`config.mk`:
```
export PLATFORM = sky130hd
export DESIGN_NAME = grid_sequencer
export DESIGN_NICKNAME = d
export VERILOG_FILES = /design/src/rtl/grid_sequencer.sv
export SDC_FILE = /design/constraint.sdc
export NUM_CORES = 1
export LEC_CHECK = 0
export ABC_AREA = 1
export CELL_PAD_IN_SITES_DETAIL_PLACEMENT = 1
export CELL_PAD_IN_SITES_GLOBAL_PLACEMENT = 1
export CORE_MARGIN = 5
export CORE_UTILIZATION = 39
export DETAILED_ROUTE_END_ITERATION = 8
export PLACE_DENSITY_LB_ADDON = 0.1
export SLEW_MARGIN = 20
export SYNTH_ARGS = -nofsm -noshare
export SYNTH_HDL_FRONTEND = slang
export SYNTH_SLANG_ARGS = --single-unit
```
`constraint.sdc`:
```
create_clock -name clk_50 -period 1.85 [get_ports clk_50]
set_input_delay 0.4625 -clock clk_50 [delete_from_list [all_inputs] [get_ports clk_50]]
set_output_delay 0.4625 -clock clk_50 [all_outputs]
set_load 0.01 [all_outputs]
```
`src/rtl/grid_sequencer.sv`:
```
// grid_sequencer -- top-level controller for the 64-column heat-map grid.
// Issues a one-cycle compute start pulse per iteration and waits for the
// column done flag. Every DRAW_EVERY iterations, and after every single step,
// it opens a frame-aligned write-out window to the VGA colour memory.
// Supports free-run, single-step and pause.
// Optional feature: define GRID_SEQ_WDOG_EN to add a watchdog on COMPUTE and
// DRAW. On timeout it raises a sticky err and returns to IDLE after WDOG_CYC
// cycles. Without the macro, err is tied low.

module grid_sequencer #(
   parameter int ITER_W     = 16,
   parameter int DRAW_EVERY = 4,
   parameter int WDOG_CYC   = 4096
) (
   input  logic              clk_50,
   input  logic              reset,
   input  logic              run,
   input  logic              step,
   input  logic              frame_tick,
   input  logic              grid_flag,
   input  logic              done_write_sig,
   output logic              grid_start,
   output logic              write_sig,
   output logic [ITER_W-1:0] iter_count,
   output logic              busy,
   output logic [2:0]        state_out,
   output logic              err
);

   typedef enum logic [2:0] {
      ST_IDLE       = 3'd0,
      ST_START      = 3'd1,
      ST_COMPUTE    = 3'd2,
      ST_ACCOUNT    = 3'd3,
      ST_WAIT_FRAME = 3'd4,
      ST_DRAW       = 3'd5
   } state_t;

   localparam logic [7:0] DIV_LAST = 8'(DRAW_EVERY - 1);

   state_t            r_state;
   logic              r_flag_q;
   logic              r_done_q;
   logic              r_frame_pending;
   logic              r_step_mode;
   logic              r_blank;
   logic              r_grid_start;
   logic              r_write_sig;
   logic [ITER_W-1:0] r_iter;
   logic [7:0]        r_div;

   logic              w_flag_rise;
   logic              w_done_rise;
   logic              w_frame_ready;
   logic              w_enter_draw;
   logic              w_can_start;

   assign w_flag_rise   = grid_flag & ~r_flag_q;
   assign w_done_rise   = done_write_sig & ~r_done_q;
   assign w_frame_ready = r_frame_pending | frame_tick;
   assign w_enter_draw  = (r_state == ST_WAIT_FRAME) && w_frame_ready;

`ifdef GRID_SEQ_WDOG_EN
   localparam int WD_W = $clog2(WDOG_CYC) + 1;

   logic            r_err;
   logic [WD_W-1:0] r_wdog;
   logic            w_wdog_to;

   assign w_wdog_to   = (r_wdog == WD_W'(WDOG_CYC - 1));
   assign w_can_start = (run | step) & ~r_err;
   assign err         = r_err;

   // Watchdog cycle counter: restarts on entry to COMPUTE or DRAW, counts while there.
   always_ff @(posedge clk_50 or negedge reset) begin
      if (!reset) begin
         r_wdog <= '0;
      end else if (r_state == ST_START || w_enter_draw) begin
         r_wdog <= '0;
      end else if (r_state == ST_COMPUTE || r_state == ST_DRAW) begin
         r_wdog <= r_wdog + WD_W'(1);
      end
   end
`else
   assign w_can_start = run | step;
   assign err         = 1'b0;
`endif

   // Single-register edge detectors for the done flags.
   always_ff @(posedge clk_50 or negedge reset) begin
      // NOTE: sequential state always uses non-blocking (<=) so every register
      // samples pre-edge values regardless of statement order.
      if (!reset) begin
         r_flag_q <= 1'b0;
         r_done_q <= 1'b0;
      end else begin
         r_flag_q <= grid_flag;
         r_done_q <= done_write_sig;
      end
   end

   // Frame request latch: set by a tick, consumed on DRAW entry; a
   // coincident tick wins over the clear.
   always_ff @(posedge clk_50 or negedge reset) begin
      if (!reset) begin
         r_frame_pending <= 1'b0;
      end else begin
         r_frame_pending <= frame_tick | (r_frame_pending & ~w_enter_draw);
      end
   end

   // Main sequencer FSM with registered outputs.
   always_ff @(posedge clk_50 or negedge reset) begin
      if (!reset) begin
         r_state      <= ST_IDLE;
         r_step_mode  <= 1'b0;
         r_blank      <= 1'b0;
         r_grid_start <= 1'b0;
         r_write_sig  <= 1'b0;
         r_iter       <= '0;
         r_div        <= '0;
`ifdef GRID_SEQ_WDOG_EN
         r_err        <= 1'b0;
`endif
      end else begin
         // NOTE: grid_start defaults low each cycle and is only raised on the
         // transition into START, so it can never stretch past one cycle.
         r_grid_start <= 1'b0;
         case (r_state)
            ST_IDLE: begin
               if (w_can_start) begin
                  // run wins over a simultaneous step
                  r_step_mode  <= ~run;
                  r_grid_start <= 1'b1;
                  r_state      <= ST_START;
               end
            end
            ST_START: begin
               r_blank <= 1'b0;
               r_state <= ST_COMPUTE;
            end
            ST_COMPUTE: begin
               // first COMPUTE cycle is blanked to cover column flag latency
               r_blank <= 1'b1;
               if (r_blank && w_flag_rise) begin
                  r_state <= ST_ACCOUNT;
               end
`ifdef GRID_SEQ_WDOG_EN
               else if (w_wdog_to) begin
                  r_err       <= 1'b1;
                  r_step_mode <= 1'b0;
                  r_state     <= ST_IDLE;
               end
`endif
            end
            ST_ACCOUNT: begin
               r_iter <= r_iter + ITER_W'(1);
               if (r_step_mode || r_div == DIV_LAST) begin
                  r_div   <= '0;
                  r_state <= ST_WAIT_FRAME;
               end else begin
                  r_div <= r_div + 8'd1;
                  if (run) begin
                     r_grid_start <= 1'b1;
                     r_state      <= ST_START;
                  end else begin
                     r_step_mode <= 1'b0;
                     r_state     <= ST_IDLE;
                  end
               end
            end
            ST_WAIT_FRAME: begin
               if (w_frame_ready) begin
                  r_write_sig <= 1'b1;
                  r_state     <= ST_DRAW;
               end
            end
            ST_DRAW: begin
               if (w_done_rise) begin
                  r_write_sig <= 1'b0;
                  if (run && !r_step_mode) begin
                     r_grid_start <= 1'b1;
                     r_state      <= ST_START;
                  end else begin
                     r_step_mode <= 1'b0;
                     r_state     <= ST_IDLE;
                  end
               end
`ifdef GRID_SEQ_WDOG_EN
               else if (w_wdog_to) begin
                  r_err       <= 1'b1;
                  r_write_sig <= 1'b0;
                  r_step_mode <= 1'b0;
                  r_state     <= ST_IDLE;
               end
`endif
            end
            default: begin
               r_write_sig <= 1'b0;
               r_step_mode <= 1'b0;
               r_state     <= ST_IDLE;
            end
         endcase
      end
   end

   assign grid_start = r_grid_start;
   assign write_sig  = r_write_sig;
   assign iter_count = r_iter;
   assign state_out  = r_state;
   assign busy       = (r_state != ST_IDLE);

endmodule

```
==> metrics.md <==
| Metric | Value |
|---|---|
| Synth Flop Type | dfrtp_1 |
| Vias per cell | ~4.8 |
| Post-CTS Setup Repair Bufs | 0 |
| Crit end category | output pin |
| Cell taking the most area after synthesis | dfrtp_1 |
| Most numerous cell in the Yosys netlist | nand2_1 |
| CTS Hold Buffers Added | 0 |
| Clk_lat worst skew | 0.28 ns |
| Fillers | 536 |
| Tmin final | 1.771 ns |
| Syn nets | 223 |
| Netlist cell types | 25 |
| Final core utilization | 51.63% |
| Worst reg2reg startpoint | state_out[1]$_DFFE_PN0P_ |
| Synth Warn # | 0 |
| Crit-path cells | clkdlybuf4s50_1 |
| Cell count of the worst hold path | 2 |
| Htree depth | 2 |
| 1st-iter DRT viols | 47 |
| CTS Buf Count | 5 |
| CP Launch Type | flip-flop |
| CP max-delay cell | clkdlybuf4s50_1 |
| Buffer and inverter count on the worst path | 1 |
| Setup ws final | roughly 0.079 ns |
| GP Congestion | 0.8134 |
| Kind of critical path | flip-flop to output pin |
| Die W | 77.31 um |
| Final setup fails | 0 |
| Power Dens Cells | 1212 nW/um2 |
| # IOs | 30 |
| Mapped Cells | 214 |
| Synth Cell Area | 1767 um2 |
| Number of port buffers | 28 |
| Yosys reg bits | 34 |
| # rows | 24 |
| Detailed Place HPWL | 3053 um |
| Footprint of the multi-input gates | between 700 and 800 um2 |
| Avg Cell Area, Syn | 8.256 um2 |
| Hold/Removal Path Class | flip-flop to flip-flop |
| Grt ovf | 0 |
| Critical path depth | 1 |
| Reg area | 850.8 um2 |
| Max cap viols | 0 |
| Status | complete, no violations |
| Slew Limit Fails | 0 |
| Post-synth EDFFs | 0 |
| Crit share post-route | 95.73% |
| DRC errors left | 0 |
| Area of the core | 4384 um2 |
| Inserted Diodes | 0 |
| Post-Place Setup Slack | -0.04866 ns |
| Clk sinks | 34 |
| Worst-path maximum fanout | 4 |
| RR Endpoint | state_out[0]$_DFFE_PN0P_ |
| Die area | 5976 um2 |
| Highest clock rate | between 500 and 600 MHz |
| Clock transition at the registers of the reported paths | 0.07 ns |
| Final ANT Viol Nets | 0 |
| Initial Util | 40.30% |
| First-pass GRT wire length | 7403 um |
| Register area share after synthesis | 48.16% |
| Post-DP Area | 2186 um2 |
| Share of post-route cells with drive strength above 1 | 10.16% |
| Area share of the largest cell type after synthesis | 48.16% |
| Total track usage | 15.05% |
| Worst Reg2Reg Path Length in Cells | 9 |
| Clk_skew | 0.003633 ns |
| DR pass1 iterations | 4 |
| Crit-path max cell delay | 0.57 ns |
| DRT Wirelength | around 4000 um |
| Vias | 1,471 |
| Pleak | 0.001155 uW |
| Ys async rst share | 100.0% |
| Critical path data required time | 1.39 ns |
| Via count of the first global-routing pass | 1,626 |
| Die Y | 77.31 um |
| Critical Path AT | 1.31 ns |
| R2R setup slack | about 0.32 ns |
| Hold EP | r_step_mode$_DFFE_PN0P_ |
| Cell family with most CP delay | buffers and inverters |
| Hold Path Origin | r_step_mode$_DFFE_PN0P_ |
| RSZ-0062 raised after global routing | no |
| TritonCTS clock tree | yes |
| Routed wire per std cell | 12.92 um |
| Fin area | 2263 um2 |
| Nets | between 200 and 300 |
| Clock Tree Buf Depth | 2 |
| Area grow syn2layout | 28.12% |
| Synth area leaders | dfrtp_1, nand2_1, inv_1 |
| Initial antenna violation count | 0 |
| Hold Vio Cnt, Final | 0 |
| Commonest cells post-synth | nand2_1, dfrtp_1, inv_1, nor2_1, nand3_1 |
| Worst vdd ir | 0.5352 mV |
| CTS root buf | clkbuf_8 |
| Largest net degree at the start of global routing | 35 |
==> where the power goes <==
group	total (uW)	switching, uW	internal [uW]
logic	1170	629	541
clock network	527	267	259
registers	1050	139	907
total	2740	1040	1710
==> how the worst max path moves through the flow <==
| stage | slack [ns] | start | endpoint |
|---|---|---|---|
| final | 0.08 | iter_count[3]$_DFFE_PN0N_ | iter_count[3] |
| after global routing | 0.02 | state_out[1]$_DFFE_PN0P_ | state_out[1] |
| after CTS | 0.05 | state_out[2]$_DFFE_PN0P_ | state_out[2] |
| after detailed placement | -0.05 | done_write_sig | state_out[2]$_DFFE_PN0P_ |
| after global placement | 0.08 | done_write_sig | state_out[2]$_DFFE_PN0P_ |
| after floorplan | 0.46 | state_out[2]$_DFFE_PN0P_ | iter_count[10]$_DFFE_PN0N_ |
==> logic make-up after synthesis <==
kind of cell             Yosys count  share of synthesized area (%)
AND/OR/NAND/NOR                  121                          32.72
flip-flops                        34                          48.16
buffers and inverters             32                          7.436
AO/OA/AOI/OAI                     12                          3.683
XOR/XNOR                          12                          6.375
adder cells (fa/ha/maj)            2                          1.416
other                              1                         0.2123
==> flip-flops by register name, summed over array words and instances (netlist names) <==
signal / count
iter_count: 16
state_out: 3
r_blank: 1
write_sig: 1
r_step_mode: 1
r_done_q: 1
r_flag_q: 1
r_div: 8
grid_start: 1
r_frame_pending: 1
==> repair_timing <==
item                       4_1_cts  5_1_grt
cloned                           0        0
setup endpoints to repair        1        1
gates resized for setup          1        1
hold endpoints to repair         0        0
==> metal layers <==
layer	track usage (%)	vias to the layer above	share of wire, %
li1	-	740	-
met1	17.55	694	44
met2	26.09	30	50
met3	4.567	7	5.2
met4	5.155	0	1.3
met5	0	-	0
==> cell usage in the layout, fill, tap and decap left out, types with 2 or more instances in the layout <==
cell and n:
nand3_2 2, nor3_1 6, nor2_4 3, xnor2_1 3, nand3_1 15, o21ai_0 8, ha_1 2, buf_12 2
clkbuf_8 5, nand4_1 3, or2_2 2, clkdlybuf4s50_1 26, nor2_1 29, clkbuf_1 2, inv_1 29, nand2_1 57
buf_4 7, xor2_1 8, a21oi_1 2, nor2_8 2, dfrtp_1 34
==> cell type report <==
cell class / instances / share of cell area, %
clock buffer: 7 / 3.372
sequential: 34 / 37.59
tap: 52 / 2.875
inverter: 30 / 4.975
multi-input combinational: 148 / 34.66
timing repair buffer: 37 / 16.53
==> metrics by stage <==
| step | hold slack (ns) | TNS [ns] | instances | power (uW) |
|---|---|---|---|---|
| floorplan | 0.1669 | 0 | 214 | 1696 |
| global route | 0.5225 | 0 | 308 | 2982 |
| finish | 0.4773 | 0 | 308 | 2744 |
| global placement | 0.4578 | 0 | 301 | 2228 |
| detailed placement | 0.4638 | -0.09595 | 301 | 2256 |
| CTS | 0.4810 | 0 | 308 | 2791 |
Power figures use the tool's default switching activity.
